--- src/rtl/dmem_port_arbiter.sv ---
//------------------------------------------------------------------------------
// Module   : dmem_port_arbiter
// Purpose  : Shares one data-memory port between execute loads and committed
//            stores, with store starvation protection and flush-aware load FSM.
// Revision : 1.0
//------------------------------------------------------------------------------
`default_nettype none

package Purple_Jade_pkg;
  localparam int WORD_SIZE = 32;
endpackage

module dmem_port_arbiter
  import Purple_Jade_pkg::*;
#(
  parameter int WORD_SIZE_P  = WORD_SIZE,
  parameter int STARVE_LIMIT = 4
) (
  input  logic                   clk_i,
  input  logic                   reset_i,
  input  logic                   ld_req_v_i,
  input  logic [WORD_SIZE_P-1:0] ld_addr_i,
  output logic                   ld_ready_o,
  output logic                   ld_resp_v_o,
  output logic [WORD_SIZE_P-1:0] ld_resp_data_o,
  input  logic                   sb_mem_v_i,
  input  logic [WORD_SIZE_P-1:0] sb_mem_addr_i,
  input  logic [WORD_SIZE_P-1:0] sb_mem_data_i,
  output logic                   sb_mem_yumi_o,
  input  logic                   rob_mispredict_i,
  output logic                   mem_v_o,
  output logic                   mem_w_o,
  output logic [WORD_SIZE_P-1:0] mem_addr_o,
  output logic [WORD_SIZE_P-1:0] mem_data_o,
  input  logic                   mem_ready_i,
  input  logic                   mem_rdata_v_i,
  input  logic [WORD_SIZE_P-1:0] mem_rdata_i
);

  localparam int CNT_W = $clog2(STARVE_LIMIT + 1);
  localparam logic [CNT_W-1:0] STARVE_MAX = CNT_W'(STARVE_LIMIT);

  localparam logic [1:0] IDLE    = 2'd0;
  localparam logic [1:0] LD_WAIT = 2'd1;
  localparam logic [1:0] SQUASH  = 2'd2;

  logic [1:0]       state_q, state_d;
  logic [CNT_W-1:0] starve_cnt_q, starve_cnt_d;

  logic w_ld_elig;
  logic w_st_elig;
  logic w_st_win;
  logic w_ld_win;

  // Reset gates eligibility so every output is quiet while reset is held.
  assign w_ld_elig = ld_req_v_i & (state_q == IDLE) & ~rob_mispredict_i & ~reset_i;
  assign w_st_elig = sb_mem_v_i & ~reset_i;
  assign w_st_win  = w_st_elig & (~w_ld_elig | (starve_cnt_q == STARVE_MAX));
  assign w_ld_win  = w_ld_elig & ~w_st_win;

  always_ff @(posedge clk_i or posedge reset_i) begin
    if (reset_i) begin
      state_q      <= IDLE;
      starve_cnt_q <= '0;
    end else begin
      state_q      <= state_d;
      starve_cnt_q <= starve_cnt_d;
    end
  end

  always_comb begin
    state_d = state_q;
    case (state_q)
      IDLE: begin
        if (w_ld_win && mem_ready_i) state_d = LD_WAIT;
      end
      LD_WAIT: begin
        if (mem_rdata_v_i)         state_d = IDLE;
        else if (rob_mispredict_i) state_d = SQUASH;
      end
      SQUASH: begin
        if (mem_rdata_v_i) state_d = IDLE;
      end
      default: state_d = IDLE;
    endcase

    // Only cycles where a store actually loses to a load count as starvation;
    // plain memory backpressure leaves the counter untouched.
    starve_cnt_d = starve_cnt_q;
    if (!sb_mem_v_i || (w_st_win && mem_ready_i)) begin
      starve_cnt_d = '0;
    end else if (w_st_elig && w_ld_win && (starve_cnt_q != STARVE_MAX)) begin
      starve_cnt_d = starve_cnt_q + CNT_W'(1);
    end
  end

  always_comb begin
    mem_v_o        = w_ld_elig | w_st_elig;
    mem_w_o        = 1'b0;
    mem_addr_o     = '0;
    mem_data_o     = '0;
    ld_ready_o     = w_ld_win & mem_ready_i;
    sb_mem_yumi_o  = w_st_win & mem_ready_i;
    ld_resp_v_o    = 1'b0;
    ld_resp_data_o = '0;

    if (w_st_win) begin
      mem_w_o    = 1'b1;
      mem_addr_o = sb_mem_addr_i;
      mem_data_o = sb_mem_data_i;
    end else if (w_ld_win) begin
      mem_addr_o = ld_addr_i;
    end

    if ((state_q == LD_WAIT) && mem_rdata_v_i && !rob_mispredict_i && !reset_i) begin
      ld_resp_v_o    = 1'b1;
      ld_resp_data_o = mem_rdata_i;
    end
  end

endmodule

`default_nettype wire

--- config.mk ---
export PLATFORM = sky130hd
export DESIGN_NAME = dmem_port_arbiter
export DESIGN_NICKNAME = d
export VERILOG_FILES = /design/src/rtl/dmem_port_arbiter.sv
export SDC_FILE = /design/constraint.sdc
export NUM_CORES = 1
export LEC_CHECK = 0
export CAP_MARGIN = 0
export CORE_AREA = 2 2 92 94
export CTS_CLUSTER_DIAMETER = 150
export DETAILED_ROUTE_END_ITERATION = 12
export DIE_AREA = 0 0 94 96
export PLACE_DENSITY = 0.79
export SYNTH_ARGS = -nofsm -noshare
export SYNTH_HDL_FRONTEND = slang
export SYNTH_SLANG_ARGS = --single-unit
export TNS_END_PERCENT = 30
--- constraint.sdc ---
create_clock -name clk_i -period 1.7 [get_ports clk_i]
set_clock_uncertainty 0.2 [all_clocks]
set_input_delay 0.17 -clock clk_i [delete_from_list [all_inputs] [get_ports clk_i]]
set_output_delay 0.17 -clock clk_i [all_outputs]
set_load 0.005 [all_outputs]
==> results.json, run 1 <==
{
  "tritoncts": "built",
  "cts_made_buffers": 3,
  "drc": 0,
  "timing.critical_path.to": "mem_addr_o[9]",
  "p_sw_uw": 293,
  "drv_cap": 0,
  "synth_cells": 151,
  "antenna_left": 0,
  "hold_start": "state_q[0]",
  "cts_sinks": 5,
  "finalCritPeriodShare": 1.28,
  "synth_top_area_frac": 0.348,
  "drt_first_pass_iters": 4,
  "core.rowCount": 33,
  "status": "finished with violations",
  "finalSetupTns_ps": -30390,
  "regToRegStartpoint": "starve_cnt_q[0]",
  "synth_area_um2": 1190,
  "grt_pass1_wl_um": 12500,
  "fmax_ghz": 0.461,
  "violations": "negative setup slack",
  "fp.dieH_um": 96,
  "routed_wl_um": 8840,
  "yosysWarnings": 0,
  "crit_start": "state_q[0]",
  "dieArea_um2": 9020,
  "async_reset_ff_frac": 1.00,
  "internal_power_uw": 850,
  "worstSetupEndpointType": "primary output",
  "grt.overflow.total": 0,
  "wl_per_cell_um": 16.6,
  "drive_gt1_frac": 0.477,
  "areaGrowthSynthToFinish_pct": 248,
  "reg2regPathDepth": 8,
  "hpwl_um": 6200,
  "combPwrFrac": 0.696,
  "drtIter0Drc": 18,
  "rsz0062_at_grt": "true",
  "holdCritPathClass": "reg2reg",
  "avgSynthCellArea_um2": 7.86,
  "switching_share": 0.256,
  "p_leak_nw": 1.98,
  "n_antenna_cell": 0,
  "core_region_area_um2": 8050,
  "reg2reg_to": "state_q[0]",
  "synth.most_common_cell": "and2_1",
  "min_period_ps": 2170,
  "finalHoldViolCount": 0,
  "nets": 564,
  "grt_use_total": 0.179,
  "grt_pass1_vias": 2346,
  "routabilityCongestion": 0.776,
  "clkLatencyLatePin_ps": 220,
  "antenna_found_initial": 0,
  "io_pins": 236,
  "synth_top_area_cell": "and2_1",
  "path_class": "reg2out",
  "crit_path_max_fanout": 8,
  "startpoint_type": "flip-flop",
  "p_clk_frac": 0.193,
  "grt_max_degree": 18,
  "relSlewSlack": 0.840,
  "worstPathArrival_ps": 1800,
  "clockBufferDepth": 2,
  "multi_input_area_um2": 1070,
  "regArea_um2": 128,
  "netlist_top_cells_count": "and2_1 (66), a22o_1 (32), nand2_1 (8)",
  "ys_seq_area_frac": 0.105,
  "fin_cells": 531,
  "numPortBuffers": 235,
  "die_x_um": 94,
  "seqPwrFrac": 0.111,
  "fin_ws_ps": -468,
  "p_per_area_nw_per_um2": 277,
  "required_ps": 1330,
  "dp.cells": 492,
  "start_util": 0.147,
  "ys_types": 26,
  "synthTopCellsByArea": "and2_1 (35%), a22o_1 (24%), dfrtp_1 (11%), buf_6 (4.7%), buf_8 (3.8%)",
  "avgViaCountPerCell": 4.24,
  "finalMaxSlewViolations": 0,
  "cts_root_buf": "clkbuf_8",
  "fillCellCount": 773,
  "ys.flop_type": "dfrtp_1",
  "worst_slew_pin_slew_ps": 239,
  "ys_ff_latch": 5,
  "ir_drop_mv": 0.251,
  "vias": 2252,
  "htreeDepth": 1,
  "cts.clk_slew.worst_paths_ps": 40,
  "syn_nets": 288,
  "p_total_mw": 1.14,
  "setup_viol": 101,
  "r2r_setup_slack_ps": -50,
  "synth-edff-count": 0
}
-- metal layers --
layer / wire length, um / share of wire / global-route usage / vias up
li1: - / - / - / 1081
met1: 3340 / 0.38 / 0.207 / 1047
met2: 4660 / 0.53 / 0.342 / 122
met3: 820 / 0.093 / 0.0439 / 2
met4: 13 / 0.0015 / 0.0169 / 0
met5: 0 / 0 / 0 / -
-- layout by cell type, fill, tap and decap left out, types with 2 or more instances in the layout --
cell / count
dfrtp_2: 2
buf_2: 49
clkbuf_2: 11
dfrtp_1: 3
and2_4: 35
inv_1: 2
buf_16: 7
buf_12: 5
and2_1: 31
inv_2: 2
clkdlybuf4s50_1: 132
nand2_1: 7
buf_6: 42
o211ai_1: 3
clkdlybuf4s15_2: 10
buf_4: 24
clkbuf_8: 3
dlygate4sd2_1: 2
a22o_1: 32
mux2i_1: 2
-- registers in the layout, summed over array words and instances, names as in the netlist --
signal	cells
starve_cnt_q	3
state_q	2
-- how the worst min path moves through the flow --
stage	to	slack, ps	cells after the start
2_1_floorplan	starve_cnt_q[0]	-250	1
3_3_place_gp	starve_cnt_q[0]	330	3
3_5_place_dp	starve_cnt_q[0]	380	3
4_1_cts	starve_cnt_q[0]	400	3
5_1_grt	state_q[1]	460	2
6_report	state_q[1]	420	2
-- kinds of logic (layout without fill, tap and decap cells) --
family	after synthesis	in the layout	synth area share
compound gates	41	41	0.294
fa+ha+maj	2	2	0.0211
buf+inv	18	293	0.118
flops	5	5	0.105
mux	3	3	0.0263
simple gates	82	82	0.435
-- metrics by stage --
stage	hold slack [ps]	utilization	setup slack [ps]	area (um^2)
floorplan	-246	-	-5.16	1190
global placement	327	0.461	-764	3710
detailed placement	380	0.461	-779	3710
CTS	400	0.506	-554	4080
global route	457	0.513	-519	4130
finish	420	0.513	-468	4130
-- power by group through the flow --
stage	Clock [mW]	Sequential (mW)	Combinational (mW)
floorplan	0	0.127	0.156
global placement	0	0.127	0.657
detailed placement	0	0.127	0.666
CTS	0.223	0.126	0.766
global route	0.236	0.127	0.850
finish	0.221	0.127	0.796
-- critical path, cell delays in order (launching register included) --
cell and delay [ps]:
dfrtp_2 430, nor4_4 290, buf_4 170, a21oi_4 80
buf_6 150, buf_16 140, a22o_1 190, buf_2 130
-- repair_timing --
action	4_1_cts	5_1_grt
setup buffers	24	3
hold buffers	1	0
hold endpoints to repair	5	0
gates resized for setup	409	74
pin swaps	31	29
endpoints found under the setup margin	101	103
gates cloned	8	1
-- area by class of cell --
cell class,instances,area share
Multi-Input combinational cell,128,0.258
Timing Repair Buffer,285,0.665
Sequential cell,5,0.0309
Clock buffer,4,0.0109
Inverter,4,0.00363
Tap cell,105,0.0318
Note: power is estimated with default switching activity, not from simulation.
==> run 2: changes to the inputs <==
Settings changed: PLACE_DENSITY 0.79 to 0.66.
==> run 2 against run 1 <==
Maximum frequency fell by 3.4%. Via count fell by 4.5%. Die area did not move. Highest routed layer unchanged. Sequential share of layout area barely moved. Routed wire length fell by 0.98%. Utilization rose by 0.31 points. Combinational power fell by 3.8%. Final cell count fell by 1.1%. Flip-flop and latch count did not move. Critical endpoint is now mem_addr_o[3]. Final area rose by 0.61%. The flow still finishes with violations (negative setup slack).
==> results.json, run 2 (synthesized netlist as in run 1, its figures left out) <==
{
  "status": "finished with violations",
  "r2r_setup_slack_ps": -10,
  "startpoint_type": "flip-flop",
  "max_flop_register": "starve_cnt_q",
  "final_common_cell": "clkdlybuf4s50_1",
  "relSlewSlack": 0.849,
  "p_total_mw": 1.10,
  "slowest_stage": "dfrtp_2",
  "drc": 0,
  "critical_path_cell_count": 8,
  "grt_pass1_vias": 2224,
  "start_util": 0.147,
  "numPortBuffers": 235,
  "crit_family": "buffers and inverters",
  "die_x_um": 94,
  "cpPeakStageDelay_ps": 430,
  "clkLatencyLatePin_ps": 220,
  "cts_root_buf": "clkbuf_8",
  "clockBufferDepth": 2,
  "hpwl_um": 5950,
  "ir_drop_mv": 0.302,
  "worst_slew_pin_slew_ps": 225,
  "cp_common_cell": "buf_6",
  "drv_cap": 0,
  "p_per_area_nw_per_um2": 265,
  "worstSetupEndpointType": "primary output",
  "finalCritPeriodShare": 1.32,
  "multi_input_area_um2": 1030,
  "antenna_found_initial": 0,
  "nets": 558,
  "required_ps": 1330,
  "htreeDepth": 1,
  "areaGrowthSynthToFinish_pct": 250,
  "top_regs": "starve_cnt_q: 3 flops, state_q: 2 flops",
  "regArea_um2": 126,
  "violations": "negative setup slack",
  "setup_viol": 102,
  "core_region_area_um2": 8050,
  "cts_sinks": 5,
  "n_antenna_cell": 0,
  "dieArea_um2": 9020,
  "largest_reg_flops": 3,
  "wl_per_cell_um": 16.7,
  "drt_first_pass_iters": 4,
  "routed_wl_um": 8750,
  "reg2regPathDepth": 6,
  "tritoncts": "built",
  "drive_gt1_frac": 0.436,
  "grt_pass1_wl_um": 12400,
  "fmax_ghz": 0.445,
  "worstPathArrival_ps": 1870,
  "core.rowCount": 33,
  "finalHoldViolCount": 0,
  "final_cell_mix": "clkdlybuf4s50_1 (132), buf_2 (47), and2_1 (40)",
  "cts.clk_slew.worst_paths_ps": 40,
  "fillCellCount": 764,
  "grt_max_degree": 17,
  "routabilityCongestion": 0.793,
  "finalSetupTns_ps": -44660,
  "avgViaCountPerCell": 4.10,
  "critPathBufInv": 5,
  "antenna_left": 0,
  "fp.dieH_um": 96,
  "grt.overflow.total": 0,
  "holdCritPathClass": "in2async",
  "min_period_ps": 2240,
  "p_leak_nw": 1.92,
  "vias": 2151,
  "grt_use_total": 0.177,
  "cts_made_buffers": 3,
  "finalMaxSlewViolations": 0,
  "crit_path_cell_trace": "nor4_4 -> buf_4 -> a21oi_4 -> buf_6 -> buf_6 -> buf_16 -> a22o_1 -> buf_2",
  "rsz0062_at_grt": "true",
  "crit_path_max_fanout": 8,
  "drtIter0Drc": 14,
  "io_pins": 236,
  "path_class": "reg2out",
  "fin_ws_ps": -545
}
-- run 2: cell types whose count changed in the layout (fill, tap and decap cells not counted), moves of 3 or more --
cell,change
and2_1,+9
and2_4,-9
buf_16,+3
buf_6,-14
clkbuf_2,-9
clkdlybuf4s15_1,+3
clkdlybuf4s15_2,+16
-- run 2: per-stage QoR --
| stage | util | area [um^2] | cells | setup slack, ps | hold WS [ps] |
|---|---|---|---|---|---|
| 2_1_floorplan | - | 1190 | 151 | -5.16 | -246 |
| 3_3_place_gp | 0.460 | 3700 | 491 | -783 | 350 |
| 3_5_place_dp | 0.460 | 3700 | 491 | -811 | 371 |
| 4_1_cts | 0.502 | 4040 | 521 | -599 | 128 |
| 5_1_grt | 0.517 | 4160 | 525 | -627 | 178 |
| 6_report | 0.517 | 4160 | 525 | -545 | 131 |
-- run 2: repair_timing --
item / 4_1_cts / 5_1_grt
hold buffers: 0 / 0
setup endpoints to repair: 101 / 102
gates resized for setup: 418 / 26
cloned: 12 / 0
pin swaps: 16 / 17
setup buffers: 14 / 4
-- run 2: path summary, 6_finish.rpt --
path,from,endpoint
worst max-delay path,state_q[0],mem_addr_o[3]
worst min-delay path,reset_i,starve_cnt_q[2]
worst max register to register,state_q[0],state_q[0]
worst min register to register,state_q[0],state_q[1]
max in group asynchronous,reset_i,state_q[0]
min in group clk_i,rob_mispredict_i,state_q[1]
-- run 2: cell type report --
type | instances | share of cell area
repair buffers | 279 | 0.676
inverters | 4 | 0.00361
multi-input cells | 128 | 0.248
well taps | 105 | 0.0316
flip-flops and latches | 5 | 0.0304
clock buffers | 4 | 0.0108
-- run 2: per-layer routing --
layer,track usage,vias up,part of all wire
li1,-,1075,-
met1,0.231,971,0.42
met2,0.312,99,0.51
met3,0.0313,6,0.061
met4,0.0229,0,0.0078
met5,0,-,0
-- run 2: worst min-delay path, stage by stage --
cell and delay [ps]:
dlygate4sd2_1 300, buf_4 180, inv_1 80, buf_4 140
-- run 2: where the power goes --
group | switching (mW) | total (mW) | leakage, nW | internal (mW)
registers | 0.00279 | 0.126 | 0.0675 | 0.123
logic | 0.220 | 0.766 | 1.83 | 0.546
clock network | 0.0517 | 0.212 | 0.0228 | 0.160
==> run 3: changes to the inputs <==
Clock period 1.7 ns to 1.9 ns, I/O delays scaled along.
==> run 3 against run 2 <==
Largest cell class unchanged. Hold slack better by 230 ps. Final area fell by 1.1%. Sequential share of layout area hardly changed. Non-clock buffer count is 4 higher. The run still ends with negative setup slack left. Highest routed layer unchanged. Largest power group unchanged. Critical path type unchanged. Utilization decreased by 0.57 points. Count of clock-buffer cells in the layout unchanged. Flip-flop and latch count unchanged. Global-route usage shrank 1.4 points.
==> results.json, run 3 (synthesized netlist as in run 1, its figures left out) <==
{
  "grt_pass1_wl_um": 11400,
  "grt.overflow.total": 0,
  "numPortBuffers": 235,
  "path_class": "reg2out",
  "regArea_um2": 125,
  "startpoint_type": "flip-flop",
  "grt_pass1_vias": 2117,
  "final_cell_mix": "clkdlybuf4s50_1 (132), buf_2 (54), and2_1 (49)",
  "grt_max_degree": 18,
  "hold_path_depth": 4,
  "gr-usage-met1": 0.184,
  "routabilityCongestion": 0.829,
  "avgViaCountPerCell": 4.12,
  "p_per_area_nw_per_um2": 240,
  "crit_path_max_fanout": 6,
  "antenna_left": 0,
  "final_common_cell": "clkdlybuf4s50_1",
  "io_pins": 236,
  "routed_wl_um": 8110,
  "required_ps": 1510,
  "max_flop_register": "starve_cnt_q",
  "hpwl_um": 5990,
  "drtIter0Drc": 38,
  "dieArea_um2": 9020,
  "wl_per_cell_um": 15.3,
  "drt_first_pass_iters": 4,
  "cp_common_cell": "buf_12",
  "holdCritPathClass": "in2reg",
  "fp.dieH_um": 96,
  "top_usage_layer": "met2",
  "relSlewSlack": 0.857,
  "crit_family": "buffers and inverters",
  "worstSetupEndpointType": "primary output",
  "grt_use_total": 0.163,
  "multi_input_area_um2": 1000,
  "finalSetupTns_ps": -21780,
  "htreeDepth": 1,
  "drive_gt1_frac": 0.422,
  "areaGrowthSynthToFinish_pct": 246,
  "rsz0062_at_grt": "true",
  "clkLatencyLatePin_ps": 230,
  "ir_drop_mv": 0.188,
  "crit_path_cell_trace": "nor4_4 -> buf_4 -> a21oi_4 -> buf_12 -> buf_12 -> buf_6 -> a22o_1 -> buf_2",
  "fin_ws_ps": -357,
  "slowest_stage": "dfrtp_1",
  "die_x_um": 94,
  "fmax_ghz": 0.443,
  "clockBufferDepth": 2,
  "use_met3": 0.0431,
  "tritoncts": "built",
  "place_area_um2": 3740,
  "status": "finished with violations",
  "cts_sinks": 5,
  "drv_cap": 0,
  "core_region_area_um2": 8050,
  "p_leak_nw": 1.92,
  "start_util": 0.147,
  "finalHoldViolCount": 0,
  "vias": 2180,
  "n_antenna_cell": 0,
  "min_period_ps": 2260,
  "cts_made_buffers": 3,
  "antenna_found_initial": 0,
  "cts.clk_slew.worst_paths_ps": 30,
  "setup_viol": 98,
  "met2_usage": 0.311,
  "nets": 562,
  "cpPeakStageDelay_ps": 400,
  "violations": "negative setup slack",
  "critPathBufInv": 5,
  "worst_slew_pin_slew_ps": 213,
  "final_core_util": 0.511,
  "worstPathArrival_ps": 1870,
  "critical_path_cell_count": 8,
  "largest_reg_flops": 3,
  "core.rowCount": 33,
  "top_regs": "starve_cnt_q: 3 flops, state_q: 2 flops",
  "finalCritPeriodShare": 1.19,
  "fillCellCount": 800,
  "cts_root_buf": "clkbuf_8",
  "post-place-ws_ps": -609,
  "finalMaxSlewViolations": 0,
  "final_cell_area_um2": 4110,
  "drc": 0,
  "reg2regPathDepth": 5
}
-- run 3: cell count changes in the layout (fill, tap and decap cells not counted), sizes merged --
cell / previous run / this run
bufbuf: 2 / 1
dlygate4sd2: 3 / 2
dlygate4sd3: 0 / 1
clkbuf: 6 / 10
buf: 111 / 116
clkdlybuf4s15: 29 / 25
-- run 3: through the flow --
stage	power (mW)	hold slack, ps	std cells
global route	1.05	378	529
floorplan	0.252	-226	151
global placement	0.709	329	495
detailed placement	0.716	348	495
CTS	0.987	361	528
finish	0.988	363	529
-- run 3: layout make-up --
class | count | area share
Timing Repair Buffer | 283 | 0.679
Multi-Input combinational cell | 128 | 0.244
Tap cell | 105 | 0.0319
Sequential cell | 5 | 0.0304
Clock buffer | 4 | 0.0110
Inverter | 4 | 0.00365
-- run 3: worst paths after layout --
| path | start | to | slack (ps) |
|---|---|---|---|
| min reg2reg | starve_cnt_q[0] | starve_cnt_q[0] | 480 |
| min | rob_mispredict_i | state_q[1] | 360 |
| max | state_q[0] | mem_addr_o[2] | -360 |
| max reg2reg | state_q[0] | state_q[0] | 340 |
| min in group asynchronous | reset_i | starve_cnt_q[0] | 500 |
| max in group asynchronous | reset_i | state_q[1] | 880 |
-- run 3: layer usage --
metal  share of wire  wire [um]  vias up
li1                -          -     1072
met1            0.38       3080      982
met2            0.51       4170      118
met3           0.096        775        8
met4           0.011         91        0
met5               0          0        -
-- run 3: where the power goes --
group	switching [mW]	internal (mW)	total (mW)
sequential	0.00212	0.110	0.112
clock	0.0575	0.145	0.202
combinational	0.190	0.484	0.674
-- run 3: worst min-delay path, cell delays in order --
cell	delay (ps)
dlygate4sd2_1	290
nand2_1	90
mux2_2	130
nor2_1	30
-- run 3: timing repair --
item,in CTS,in global routing
gates resized for setup,394,35
hold endpoints to repair,5,0
hold buffers,1,0
pin swaps,24,12
endpoints found under the setup margin,101,100
gates cloned,10,0
buffers inserted,18,3
